### src/rtl/fp16_uint8_stream_packer_pkg.sv
// rtl/fp16_uint8_stream_packer_pkg.sv - fp16 field layout, conversion classes and packed word type
package fp16_uint8_stream_packer_pkg;

  localparam int FP_EXP_W     = 5;
  localparam int FP_FRAC_W    = 10;
  localparam int FP_BIAS      = 15;
  localparam int PACK_DEFAULT = 4;

  localparam logic [FP_EXP_W-1:0]  FP_EXP_ALL1 = '1;
  // Exponent of the binade [128, 256); anything at or above 255.5 saturates.
  localparam logic [FP_EXP_W-1:0]  FP_EXP_128  = FP_EXP_W'(FP_BIAS + 7);
  localparam logic [FP_FRAC_W-1:0] FP_FRAC_SAT = 10'h3FC;

  typedef enum logic [1:0] {
    CLS_ZERO,
    CLS_SAT,
    CLS_NORM
  } fp_class_e;

  typedef struct packed {
    logic                        sof;
    logic                        eol;
    logic [8*PACK_DEFAULT-1:0]   data;
  } packed_word_t;

endpackage

### src/rtl/sync_fifo.sv
// rtl/sync_fifo.sv - single-clock FIFO, write at full accepted when a read happens in the same cycle
module sync_fifo #(
  parameter int WIDTH = 34,
  parameter int DEPTH = 16
) (
  input  logic             clk,
  input  logic             rst,
  input  logic             wr_en,
  input  logic [WIDTH-1:0] wr_data,
  input  logic             rd_en,
  output logic [WIDTH-1:0] rd_data,
  output logic             full,
  output logic             empty
);

  localparam int AW = $clog2(DEPTH);
  localparam logic [AW:0] PTR_INC = (AW+1)'(1);

  logic [WIDTH-1:0] mem [DEPTH];
  logic [AW:0]      wr_ptr;
  logic [AW:0]      rd_ptr;
  logic             do_rd;
  logic             do_wr;

  assign empty = (wr_ptr == rd_ptr);
  assign full  = (wr_ptr[AW] != rd_ptr[AW]) && (wr_ptr[AW-1:0] == rd_ptr[AW-1:0]);
  assign do_rd = rd_en && !empty;
  assign do_wr = wr_en && (!full || do_rd);

  assign rd_data = mem[rd_ptr[AW-1:0]];

  always_ff @(posedge clk) begin
    if (rst) begin
      wr_ptr <= '0;
      rd_ptr <= '0;
    end else begin
      if (do_wr) wr_ptr <= wr_ptr + PTR_INC;
      if (do_rd) rd_ptr <= rd_ptr + PTR_INC;
    end
  end

  always_ff @(posedge clk) begin
    if (do_wr) mem[wr_ptr[AW-1:0]] <= wr_data;
  end

endmodule

### src/rtl/fp16_uint8_stream_packer.sv
// rtl/fp16_uint8_stream_packer.sv - fp16 pixels to uint8, packed PACK per word by column, buffered in a FIFO
module fp16_uint8_stream_packer
  import fp16_uint8_stream_packer_pkg::*;
#(
  parameter int IMAGE_WIDTH  = 512,
  parameter int IMAGE_HEIGHT = 400,
  parameter int PACK         = PACK_DEFAULT,
  parameter int FIFO_DEPTH   = 16
) (
  input  logic              clk_i,
  input  logic              rst_i,
  input  logic [15:0]       fp_i,
  input  logic [15:0]       col_i,
  input  logic [15:0]       row_i,
  input  logic              valid_i,
  output logic [8*PACK-1:0] data_o,
  output logic              sof_o,
  output logic              eol_o,
  output logic              valid_o,
  input  logic              ready_i,
  output logic              overflow_o
);

  localparam int LANE_W = $clog2(PACK);
  localparam int WORD_W = 8*PACK + 2;
  localparam logic [LANE_W-1:0] LAST_LANE = LANE_W'(PACK - 1);

  // Stage 1: field decode and classification
  logic                 pix_ok;
  logic                 fp_sign;
  logic [FP_EXP_W-1:0]  fp_exp;
  logic [FP_FRAC_W-1:0] fp_frac;
  fp_class_e            cls_d;
  logic [4:0]           shift_d;

  logic                 s1_valid;
  fp_class_e            s1_cls;
  logic [4:0]           s1_shift;
  logic [FP_FRAC_W-1:0] s1_frac;
  logic [15:0]          s1_col;
  logic [15:0]          s1_row;

  assign pix_ok  = valid_i && (col_i < 16'(IMAGE_WIDTH)) && (row_i < 16'(IMAGE_HEIGHT));
  assign fp_sign = fp_i[15];
  assign fp_exp  = fp_i[FP_FRAC_W +: FP_EXP_W];
  assign fp_frac = fp_i[FP_FRAC_W-1:0];
  assign shift_d = FP_EXP_128 - fp_exp;

  always_comb begin
    cls_d = CLS_NORM;
    if (fp_sign || fp_exp == '0 || (fp_exp == FP_EXP_ALL1 && fp_frac != '0)) begin
      cls_d = CLS_ZERO;
    end else if (fp_exp == FP_EXP_ALL1 || fp_exp > FP_EXP_128 ||
                 (fp_exp == FP_EXP_128 && fp_frac >= FP_FRAC_SAT)) begin
      cls_d = CLS_SAT;
    end
  end

  always_ff @(posedge clk_i) begin
    if (rst_i) s1_valid <= 1'b0;
    else       s1_valid <= pix_ok;
    s1_cls   <= cls_d;
    s1_shift <= shift_d;
    s1_frac  <= fp_frac;
    s1_col   <= col_i;
    s1_row   <= row_i;
  end

  // Stage 2: value * 2^24 is exact in 32 bits for every normal, non-saturating input
  logic [FP_FRAC_W:0] mant;
  logic [31:0]        scaled;
  logic [7:0]         int_part;
  logic               round_up;
  logic [7:0]         byte_d;

  logic               s2_valid;
  logic [7:0]         s2_byte;
  logic [15:0]        s2_col;
  logic [15:0]        s2_row;

  assign mant     = {1'b1, s1_frac};
  assign scaled   = {mant, 21'd0} >> s1_shift;
  assign int_part = scaled[31:24];
  assign round_up = scaled[23] && ((|scaled[22:0]) || scaled[24]);

  always_comb begin
    byte_d = int_part + {7'd0, round_up};
    case (s1_cls)
      CLS_ZERO: byte_d = 8'h00;
      CLS_SAT:  byte_d = 8'hFF;
      default:  ;
    endcase
  end

  always_ff @(posedge clk_i) begin
    if (rst_i) s2_valid <= 1'b0;
    else       s2_valid <= s1_valid;
    s2_byte <= byte_d;
    s2_col  <= s1_col;
    s2_row  <= s1_row;
  end

  // Word assembly: lane chosen by the pixel's own column so input gaps never skew packing
  logic [LANE_W-1:0] lane;
  logic [8*PACK-1:0] asm_q;
  logic [8*PACK-1:0] asm_next;
  logic              word_done;
  logic              word_sof;
  logic              word_eol;

  assign lane     = LANE_W'(s2_col % 16'(PACK));
  assign word_sof = (s2_row == 16'd0) && (s2_col == 16'(PACK - 1));
  assign word_eol = (s2_col == 16'(IMAGE_WIDTH - 1));

  always_comb begin
    asm_next  = asm_q;
    word_done = 1'b0;
    if (s2_valid) begin
      if (lane == '0) asm_next = '0;
      asm_next[lane*8 +: 8] = s2_byte;
      word_done = (lane == LAST_LANE);
    end
  end

  always_ff @(posedge clk_i) begin
    if (rst_i) asm_q <= '0;
    else       asm_q <= asm_next;
  end

  // Output buffer
  logic              rd_en;
  logic              fifo_full;
  logic              fifo_empty;
  logic [WORD_W-1:0] fifo_rd_data;
  logic              overflow_q;

  assign rd_en = ready_i && !rst_i;

  sync_fifo #(
    .WIDTH (WORD_W),
    .DEPTH (FIFO_DEPTH)
  ) u_fifo (
    .clk     (clk_i),
    .rst     (rst_i),
    .wr_en   (word_done),
    .wr_data ({word_sof, word_eol, asm_next}),
    .rd_en   (rd_en),
    .rd_data (fifo_rd_data),
    .full    (fifo_full),
    .empty   (fifo_empty)
  );

  always_ff @(posedge clk_i) begin
    if (rst_i) begin
      overflow_q <= 1'b0;
    end else if (word_done && fifo_full && !(rd_en && !fifo_empty)) begin
      overflow_q <= 1'b1;
    end
  end

  assign valid_o    = !fifo_empty && !rst_i;
  assign overflow_o = overflow_q && !rst_i;
  assign {sof_o, eol_o, data_o} = valid_o ? fifo_rd_data : '0;

endmodule

### config.mk
export PLATFORM = sky130hd
export DESIGN_NAME = fp16_uint8_stream_packer
export DESIGN_NICKNAME = d
export VERILOG_FILES = /design/src/rtl/fp16_uint8_stream_packer_pkg.sv /design/src/rtl/sync_fifo.sv /design/src/rtl/fp16_uint8_stream_packer.sv
export SDC_FILE = /design/constraint.sdc
export NUM_CORES = 1
export LEC_CHECK = 0
export ABC_CLOCK_PERIOD_IN_PS = 4500
export BUFFER_PORTS_ARGS = -buffer_cell sky130_fd_sc_hd__buf_2
export CAP_MARGIN = 20
export CORE_UTILIZATION = 60
export DETAILED_ROUTE_END_ITERATION = 8
export PLACE_DENSITY = 0.73
export RECOVER_POWER = 50
export SLEW_MARGIN = 10
export SYNTH_ARGS = -nofsm -noshare
export SYNTH_HDL_FRONTEND = slang
export SYNTH_SLANG_ARGS = --single-unit
### constraint.sdc
create_clock -name clk_i -period 4.5 [get_ports clk_i]
set_clock_uncertainty 0.1 [all_clocks]
set_input_delay 0.675 -clock clk_i [delete_from_list [all_inputs] [get_ports clk_i]]
set_output_delay 0.675 -clock clk_i [all_outputs]
set_load 0.01 [all_outputs]
==> results of run 1 <==
[path summary, 6_finish.rpt]
| kind | start | endpoint | slack, ps | cells past startpoint |
|---|---|---|---|---|
| max reg2reg | s2_col[0] | u_fifo.mem[7][33] | 450 | 6 |
| min reg2reg | s1_row[13] | s2_row[13] | 220 | 0 |
| max | rst_i | u_fifo.mem[7][33] | 410 | 5 |
| min | col_i[8] | s1_col[8] | 90 | 1 |
[flip-flops by register name, indices dropped and copies added (netlist names), named ones only]
register	cells
s1_col	16
asm_q	32
s1_row	16
s1_cls	2
u_fifo.rd_ptr	5
s1_valid	1
overflow_q	1
u_fifo.wr_ptr	5
s1_frac	10
s1_shift	5
u_fifo.mem	544
s2_row	16
s2_valid	1
s2_byte	8
s2_col	16
[routing by layer]
metal / up-vias / track usage
met5: - / 0
met4: 0 / 0.0768
li1: 5576 / -
met2: 529 / 0.418
met3: 84 / 0.0459
met1: 6806 / 0.362
[synth_stat cells (14+ instances only)]
cell type,number
clkbuf_1,27
mux4_2,172
dfxtp_1,138
edfxtp_1,544
buf_2,23
nor2_1,32
nor4_1,14
inv_1,14
a21oi_1,21
and3_1,14
nand2_1,24
a22o_1,27
and2_1,63
ha_1,16
[cell type report]
cell class,instances,area [sq um]
clock buffers,86,1820
clock inverters,34,345
fillers,2655,13000
inverters,14,52.6
multi-input cells,541,6400
flip-flops and latches,682,19100
well taps,539,674
repair buffers,133,846
[report_power, final]
| part | leakage, nW | switching [mW] | internal, mW | total, mW |
|---|---|---|---|---|
| Sequential | 6.97 | 0.0552 | 6.75 | 6.81 |
| Combinational | 2.49 | 0.0883 | 0.0685 | 0.157 |
| Clock | 1.07 | 2.31 | 3.17 | 5.48 |
| Total | 10.5 | 2.46 | 9.99 | 12.5 |
[logic make-up after synthesis]
kind of cell    after synthesis  synth area share
compound gates              108            0.0307
xor+xnor                     15           0.00507
fa+ha+maj                    16           0.00773
buf+inv                      76            0.0161
flops                       682             0.737
mux                         183             0.154
simple gates                219            0.0493
[stage by stage]
step | worst slack (ps) | power [mW]
floorplan | 335 | 7.03
global placement | 1140 | 7.10
finish | 411 | 12.5
detailed placement | 1080 | 7.10
CTS | 540 | 12.5
global route | 357 | 12.8
==> results.md, run 1 <==
* Status: finished, violations left
* Failing checks: max-capacitance violations, max-slew violations
* Top post-synthesis cells by area: edfxtp_1 (63%), mux4_2 (15%), dfxtp_1 (11%)
* Syn nets at ~1,400
* Yosys top cell area share at 0.630
* CP required at between 4000 and 5000 ps
* Die height at 210 um
* Antenna viol nets, final at 0
* Die ar. at between 40,000 and 50,000 sq um
* Post-cts sizing count at 0
* Worst-case clock buffer depth at 3
* RSZ-0062 raised after global routing: no
* Top_reg_cell synth: edfxtp_1
* Commonest non-fill, non-tap cells in the layout: edfxtp_1 (544), mux4_2 (172), dfxtp_1 (134), clkbuf_16 (68), buf_2 (63)
* Area leader, netlist: edfxtp_1
* Gr usage total at 0.257
* Metal2 WL at around 28,000 um
* WL met1 at ~22,000 um
* Tcrit/Tclk final at 0.909
* Core ar. at about 42,000 sq um
* Max incr delay on CP at ~1600 ps
* WHS at 91.8 ps
* Htree depth at 3
* Worst path bufs/invs at 2
* Vias in the first global route at between 10,000 and 15,000
* Register bit total from synthesis at about 680
* Final #Nets at about 1,500
* CP arrival at around 4200 ps
* Via count at approximately 13,000
* WL per Instance at between 20 and 30 um
* Area post-placement at 27,200 sq um
* Routed wl met3 at between 3000 and 4000 um
* MaxCap Viol Count at 1
* EDFF count, synth at between 500 and 600
* Final hold violations at 0
* CTS Root Cell: clkbuf_16
* Routed WL at around 55,000 um
* Syn_area_per_cell at between 15 and 20 sq um
* Crit start category: input pin
* Maximum clock rate at roughly 0.24 GHz
* Crit-path slowest cell: nor2b_1
* CP Class: input pin to flip-flop
* Global route overflow at 0
* Power per cell area at between 400 and 500 nW/um^2
* # Post-CTS Setup Buffers at 0
* Final Instance Area at 29,200 sq um
* Setup violators final at 0
* HP Class: input pin to flip-flop
* DRC at 0
* DP Cell Count at around 1,900
* # rows at 75
* I/O pins at a little under 90
* Post-synthesis sequential area ratio at 0.737
* Minimum clock period after layout at approximately 4000 ps
* CTS tree: yes
* Worst path most repeated cell: clkbuf_1
* DRT iter0 DRCs at roughly 1,300
* Worst skew pair latency at 590 ps
* Commonest non-fill, non-tap cell in the layout: edfxtp_1
* Clk sinks at between 600 and 700
* Worst Tran Pin Value at approximately 2100 ps
* DR pass1 iterations at 5
* Vias per cell at between 6 and 7
* Fin Setup TNS at 0 ps
* Synth async-reset ratio at 0
* Initial Utilization at 0.614
* Layout area overhead at 12.9%
* First-pass GRT wire length at slightly above 80,000 um
* Input/output buffers at 87
* Clock transition at path regs at ~60 ps
* Synth Cell Area at between 20,000 and 30,000 sq um
* CTS Hold Bufs at 0
* Distinct cells, synth at 65
* Maximum fanout along the worst path at 21
* Top layer in use: met4
* Die Width at ~210 um
* Mapped Cells at ~1,300
* Slew HR at -0.403
* Share of cells above drive strength 1 at 0.269
* GPL Wtd Cong at approximately 0.83
* Core Util, Final at 0.693
* Element type at the critical path end: flip-flop
* Critical path, cell by cell: clkbuf_1, o21ai_0, o211ai_1, nor2b_1, clkbuf_1
* YS warnings at 0
* ANT cells at 0
* Family with the most delay on the worst path: simple AND/OR/NAND/NOR gates
* Leakage power figure at 10.5 nW
* Largest net degree at the start of global routing at 84
* Initial antenna violation count at 0
* Peak VDD IR at between 500 and 600 uV
* Fin cells at between 2,000 and 2,500
* TritonCTS Buffers at 66
* Detail Placement HPWL at between 30,000 and 40,000 um
* Slew Limit Fails at 17
No activity file was read; power rests on OpenSTA's default activity.
==> inputs of run 2 (changes only) <==
RECOVER_POWER = 25   (was 50)
==> run 2 against run 1 <==
  * Global-route usage is the same
  * Highest routed layer unchanged
  * Critical endpoint unchanged
  * Utilization grew 0.053 points
  * Cell area is essentially flat
  * The run still ends with max-capacitance violations, max-slew violations left
  * Non-clock buffer count is the same
  * Cell count is the same
  * Worst hold slack gained 0.56 ps
==> results.md, run 2 (same netlist as run 1, synthesis figures left out) <==
* Commonest non-fill, non-tap cell in the layout: edfxtp_1 (unchanged)
* Final WS setup at 438 ps (was 411 ps)
* Detail Placement HPWL at 31,400 um (unchanged)
* Worst skew pair latency at 590 ps (about the same)
* Layout area overhead at 13.0% (was 12.9%)
* CTS tree: yes (unchanged)
* Worst Tran Pin Value at 2110 ps (was 2100 ps)
* Worst-case clock buffer depth at 3 (unchanged)
* TritonCTS Buffers at 66 (unchanged)
* Final Instance Area at 29,300 sq um (was 29,200 sq um)
* Clock transition at path regs at 60 ps (about the same)
* # Post-CTS Setup Buffers at 0 (unchanged)
* Die ar. at 44,000 sq um (unchanged)
* Area post-placement at 27,200 sq um (unchanged)
* Routed wl met3 at 3870 um (was 3980 um)
* WL met1 at 22,400 um (was 22,200 um)
* Fillers at 2,648 (was 2,655)
* Power Total at 12.5 mW (about the same)
* DRT iter0 DRCs at 1,251 (was 1,325)
* Global route overflow at 0 (unchanged)
* WHS at 92.4 ps (was 91.8 ps)
* Internal power at 9.99 mW (about the same)
* WL per Instance at 27.1 um (about the same)
* Fin Setup TNS at 0 ps (unchanged)
* Input/output buffers at 87 (unchanged)
* Htree depth at 3 (unchanged)
* HP Class: input pin to flip-flop (unchanged)
* Comb pwr share at 0.013 (about the same)
* Crit-path slowest cell: nor2b_1 (unchanged)
* DR pass1 iterations at 5 (unchanged)
* RSZ-0062 raised after global routing: no (unchanged)
* CTS Hold Bufs at 0 (unchanged)
* CTS Root Cell: clkbuf_16 (unchanged)
* DRC at 0 (unchanged)
* Worst path bufs/invs at 2 (unchanged)
* Antenna viol nets, final at 0 (unchanged)
* Via count at 13,000 (about the same)
* CP arrival at 4160 ps (was 4180 ps)
* Maximum fanout along the worst path at 16 (was 21)
* Peak VDD IR at 514 uV (about the same)
* Switching share of total power at 0.198 (was 0.197)
* ANT cells at 0 (unchanged)
* Setup violators final at 0 (unchanged)
* Setup WS pre-CTS at 1080 ps (unchanged)
* MaxCap Viol Count at 1 (unchanged)
* Vias per cell at 6.40 (about the same)
* Die height at 210 um (unchanged)
* GPL Wtd Cong at 0.826 (unchanged)
* Max incr delay on CP at 1620 ps (was 1610 ps)
* NetSw at 2.47 mW (was 2.46 mW)
* Status: finished, violations left (unchanged)
* Largest net degree at the start of global routing at 84 (unchanged)
* I/O pins at 88 (unchanged)
* CP required at 4600 ps (about the same)
* Post-cts sizing count at 0 (unchanged)
* Gr usage total at 0.257 (unchanged)
* Element type at the critical path end: flip-flop (unchanged)
* Power per cell area at 426 nW/um^2 (about the same)
* CP Class: flip-flop to flip-flop (was input pin to flip-flop)
* Core ar. at 42,200 sq um (unchanged)
* Top layer in use: met4 (unchanged)
* Critical path, cell by cell: ha_1, nand2_1, inv_1, o211ai_1, nor2b_1, clkbuf_1 (was clkbuf_1, o21ai_0, o211ai_1, nor2b_1, clkbuf_1)
* Metal2 WL at 27,600 um (about the same)
* Clk sinks at 682 (unchanged)
* Family with the most delay on the worst path: simple AND/OR/NAND/NOR gates (unchanged)
* Max reg flops at 544 (unchanged)
* # rows at 75 (unchanged)
* Slew Limit Fails at 17 (unchanged)
* Die Width at 210 um (unchanged)
* Routed WL at 55,000 um (was 54,900 um)
* Slew HR at -0.408 (was -0.403)
* Final hold violations at 0 (unchanged)
* First-pass GRT wire length at 82,000 um (unchanged)
* Sequential Power Share at 0.546 (was 0.547)
* Tcrit/Tclk final at 0.903 (was 0.909)
* Initial antenna violation count at 0 (unchanged)
* Share of cells above drive strength 1 at 0.274 (was 0.269)
* Failing checks: max-capacitance violations, max-slew violations (unchanged)
* Crit start category: flip-flop (was input pin)
* Leakage power figure at 10.5 nW (about the same)
* Initial Utilization at 0.614 (unchanged)
* Commonest non-fill, non-tap cells in the layout: edfxtp_1 (544), mux4_2 (172), dfxtp_1 (134), clkbuf_16 (68), buf_2 (63) (unchanged)
* Final #Nets at 1,506 (unchanged)
* Clock power share at 0.441 (was 0.440)
* Vias in the first global route at 13,300 (unchanged)
* Minimum clock period after layout at 4060 ps (was 4090 ps)
* Maximum clock rate at 0.246 GHz (was 0.245 GHz)
==> run 2: cell count changes in the layout (fill, tap and decap cells not counted) <==
cell / previous run / this run
clkbuf_1: 47 / 45
buf_6: 0 / 1
and2_1: 57 / 62
nor4b_1: 6 / 5
and3_2: 8 / 12
and2_0: 7 / 2
nor4b_2: 0 / 1
and3_1: 6 / 2
buf_4: 23 / 24
==> run 2: stage by stage <==
stage               cells   util
floorplan            1299      -
finish               2029  0.693
detailed placement   1905  0.643
global route         2029  0.693
global placement     1905  0.643
CTS                  2025  0.694
==> run 2: layout make-up <==
type,count,area [sq um],share of cell area
Sequential cell,682,19100,0.653
Multi-Input combinational cell,541,6410,0.219
Clock buffer,86,1820,0.0621
Timing Repair Buffer,133,857,0.0293
Tap cell,539,674,0.0230
Clock inverter,34,345,0.0118
Inverter,14,52.6,0.00180
==> run 2: power by group through the flow <==
stage	Clock, mW	Sequential [mW]	Combinational [mW]
detailed placement	0	6.95	0.156
global placement	0	6.94	0.152
global route	5.81	6.81	0.173
finish	5.50	6.81	0.157
CTS	5.57	6.81	0.158
floorplan	0	6.91	0.120
==> run 2: path summary, 6_finish.rpt <==
kind	start	endpoint	slack, ps	depth (start not counted)
worst max-delay path	s2_col[0]	u_fifo.mem[7][33]	440	6
worst min-delay path	col_i[8]	s1_col[8]	90	1
worst max register to register	s2_col[0]	u_fifo.mem[7][33]	440	6
worst min register to register	s1_row[13]	s2_row[13]	220	0
==> run 2: per-layer routing <==
layer	up-vias	track usage
li1	5574	-
met3	86	0.0459
met1	6828	0.362
met2	498	0.418
met5	-	0
met4	0	0.0768
==> inputs of run 3 (changes only) <==
ABC_CLOCK_PERIOD_IN_PS = 4800   (was 4500)
SKIP_LAST_GASP = 1   (was default)
clock period = 4.8 ns   (was 4.5 ns; I/O delays follow)
==> run 3 against run 2 <==
  * The run still ends with max-capacitance violations, max-slew violations left
  * Die area did not move
  * Worst setup slack better by 350 ps
  * Utilization grew 0.11 points
  * Global-route usage increased by 0.81 points
  * Sequential share of layout area is 0.10 points lower
  * Worst hold slack improved by 52 ps
  * Register-to-register slack improved by 750 ps
  * Largest power group unchanged
==> results.md, run 3 (same netlist as run 1, synthesis figures left out) <==
* Failing checks: max-capacitance violations, max-slew violations (unchanged)
* Maximum fanout along the worst path at 32 (was 16)
* Htree depth at 3 (unchanged)
* TritonCTS Buffers at 68 (was 66)
* Commonest non-fill, non-tap cells in the layout: edfxtp_1 (544), mux4_2 (172), dfxtp_1 (134), clkbuf_16 (74), buf_2 (62) (was edfxtp_1 (544), mux4_2 (172), dfxtp_1 (134), clkbuf_16 (68), buf_2 (63))
* Clk sinks at 682 (unchanged)
* R2R setup slack at 1190 ps (was 440 ps)
* Die Width at 210 um (unchanged)
* NetSw at 2.26 mW (was 2.47 mW)
* Top layer in use: met4 (unchanged)
* HP Class: input pin to flip-flop (unchanged)
* Die height at 210 um (unchanged)
* # Post-CTS Setup Buffers at 0 (unchanged)
* Share of cells above drive strength 1 at 0.269 (was 0.274)
* Leakage power figure at 10.6 nW (was 10.5 nW)
* Initial Utilization at 0.614 (unchanged)
* Switching share of total power at 0.190 (was 0.198)
* Metal2 WL at 28,000 um (was 27,600 um)
* Input/output buffers at 87 (unchanged)
* CP arrival at 3190 ps (was 4160 ps)
* Via count at 13,000 (about the same)
* DRC at 0 (unchanged)
* CP required at 3980 ps (was 4600 ps)
* Comb pwr share at 0.012 (was 0.013)
* Die ar. at 44,000 sq um (unchanged)
* Tcrit/Tclk final at 0.836
* Final #Nets at 1,506 (unchanged)
* Antenna viol nets, final at 0 (unchanged)
* Fin Setup TNS at 0 ps (unchanged)
* Maximum clock rate at 0.249 GHz
* Routed wl met3 at 4370 um (was 3870 um)
* CP Class: flip-flop to output pin (was flip-flop to flip-flop)
* WHS at 144 ps (was 92.4 ps)
* Status: finished, violations left (unchanged)
* Gr usage total at 0.265 (was 0.257)
* CTS Root Cell: clkbuf_16 (unchanged)
* DRT iter0 DRCs at 1,422 (was 1,251)
* Vias in the first global route at 13,200 (was 13,300)
* RSZ-0062 raised after global routing: no (unchanged)
* WL met1 at 22,600 um (was 22,400 um)
* Worst Tran Pin Value at 1580 ps (was 2110 ps)
* Routed WL at 56,300 um (was 55,000 um)
* Minimum clock period after layout at about 4000 ps
* Power per cell area at 404 nW/um^2 (was 426 nW/um^2)
* Setup violators final at 0 (unchanged)
* Initial antenna violation count at 1 (was 0)
* I/O pins at 88 (unchanged)
* Clock transition at path regs at 60 ps (about the same)
* Slew Limit Fails at 47 (was 17)
* Peak VDD IR at 396 uV (was 514 uV)
* Core ar. at 42,200 sq um (unchanged)
* GPL Wtd Cong at 0.825 (was 0.826)
* WL per Instance at 27.7 um (was 27.1 um)
* Max reg flops at 544 (unchanged)
* Detail Placement HPWL at 31,800 um (was 31,400 um)
* Global route overflow at 0 (unchanged)
* Crit start category: flip-flop (unchanged)
* Final hold violations at 0 (unchanged)
* First-pass GRT wire length at 83,800 um (was 82,000 um)
* Worst-case clock buffer depth at 3 (unchanged)
* DR pass1 iterations at 8 (was 5)
* Sequential Power Share at 0.538 (was 0.546)
* Worst skew pair latency at 590 ps (about the same)
* Layout area overhead at 13.1% (was 13.0%)
* CTS tree: yes (unchanged)
* Slew HR at -0.0530 (was -0.408)
* MaxCap Viol Count at 2 (was 1)
* Clock power share at 0.449 (was 0.441)
* Power Total at 11.9 mW (was 12.5 mW)
* CTS Hold Bufs at 0 (unchanged)
* Element type at the critical path end: output pin (was flip-flop)
* # rows at 75 (unchanged)
* ANT cells at 0 (unchanged)
* Largest net degree at the start of global routing at 73 (was 84)
* Internal power at 9.60 mW (was 9.99 mW)
* Post-cts sizing count at 0 (unchanged)
* Core Util, Final at 0.694 (was 0.693)
* Vias per cell at 6.40 (about the same)
* Commonest non-fill, non-tap cell in the layout: edfxtp_1 (unchanged)
-- run 3: cell types whose count changed in the layout (fill, tap and decap cells not counted), moves of 3 or more --
cell	change
clkinv_8	-3
clkbuf_16	+6
buf_4	+5
buf_12	-3
clkinv_2	-8
inv_6	-3
and2_0	+3
and2_1	-3
clkinv_1	+6
-- run 3: area by class of cell --
class	count	area (sq um)
flip-flops and latches	682	19100
fillers	2647	12900
multi-input cells	541	6410
clock buffers	94	1980
repair buffers	131	810
well taps	539	674
clock inverters	27	284
inverters	14	52.6
-- run 3: final timing paths --
kind	startpoint	endpoint	cells after the start
max	flip-flop	data_o[12]	5
min	col_i[7]	s1_col[7]	1
max reg2reg	s2_col[1]	u_fifo.mem[7][33]	6
min reg2reg	s1_row[9]	s2_row[9]	0
-- run 3: layer usage --
layer	track usage	vias up
li1	-	5577
met1	0.376	6741
met2	0.428	565
met3	0.0438	94
met4	0.0846	0
met5	0	-
-- run 3: stage by stage --
step                setup WS, ps  std cells  cell area, sq um
floorplan                    590       1299             25900
global placement            1330       1904             27100
detailed placement          1250       1905             27100
CTS                          673       2026             29400
global route                 610       2028             29300
finish                       789       2028             29300
-- run 3: critical path, stage by stage (launching register included) --
cell and delay [ps]:
dfxtp_4 820, buf_4 420, mux4_2 550, mux4_2 510, and2_1 170, buf_2 130
-- run 3: power by group through the flow --
stage / Combinational, mW / Sequential [mW] / Clock (mW)
floorplan: 0.112 / 6.48 / 0
global placement: 0.145 / 6.51 / 0
detailed placement: 0.147 / 6.51 / 0
CTS: 0.149 / 6.38 / 5.39
global route: 0.161 / 6.38 / 5.61
finish: 0.145 / 6.38 / 5.33
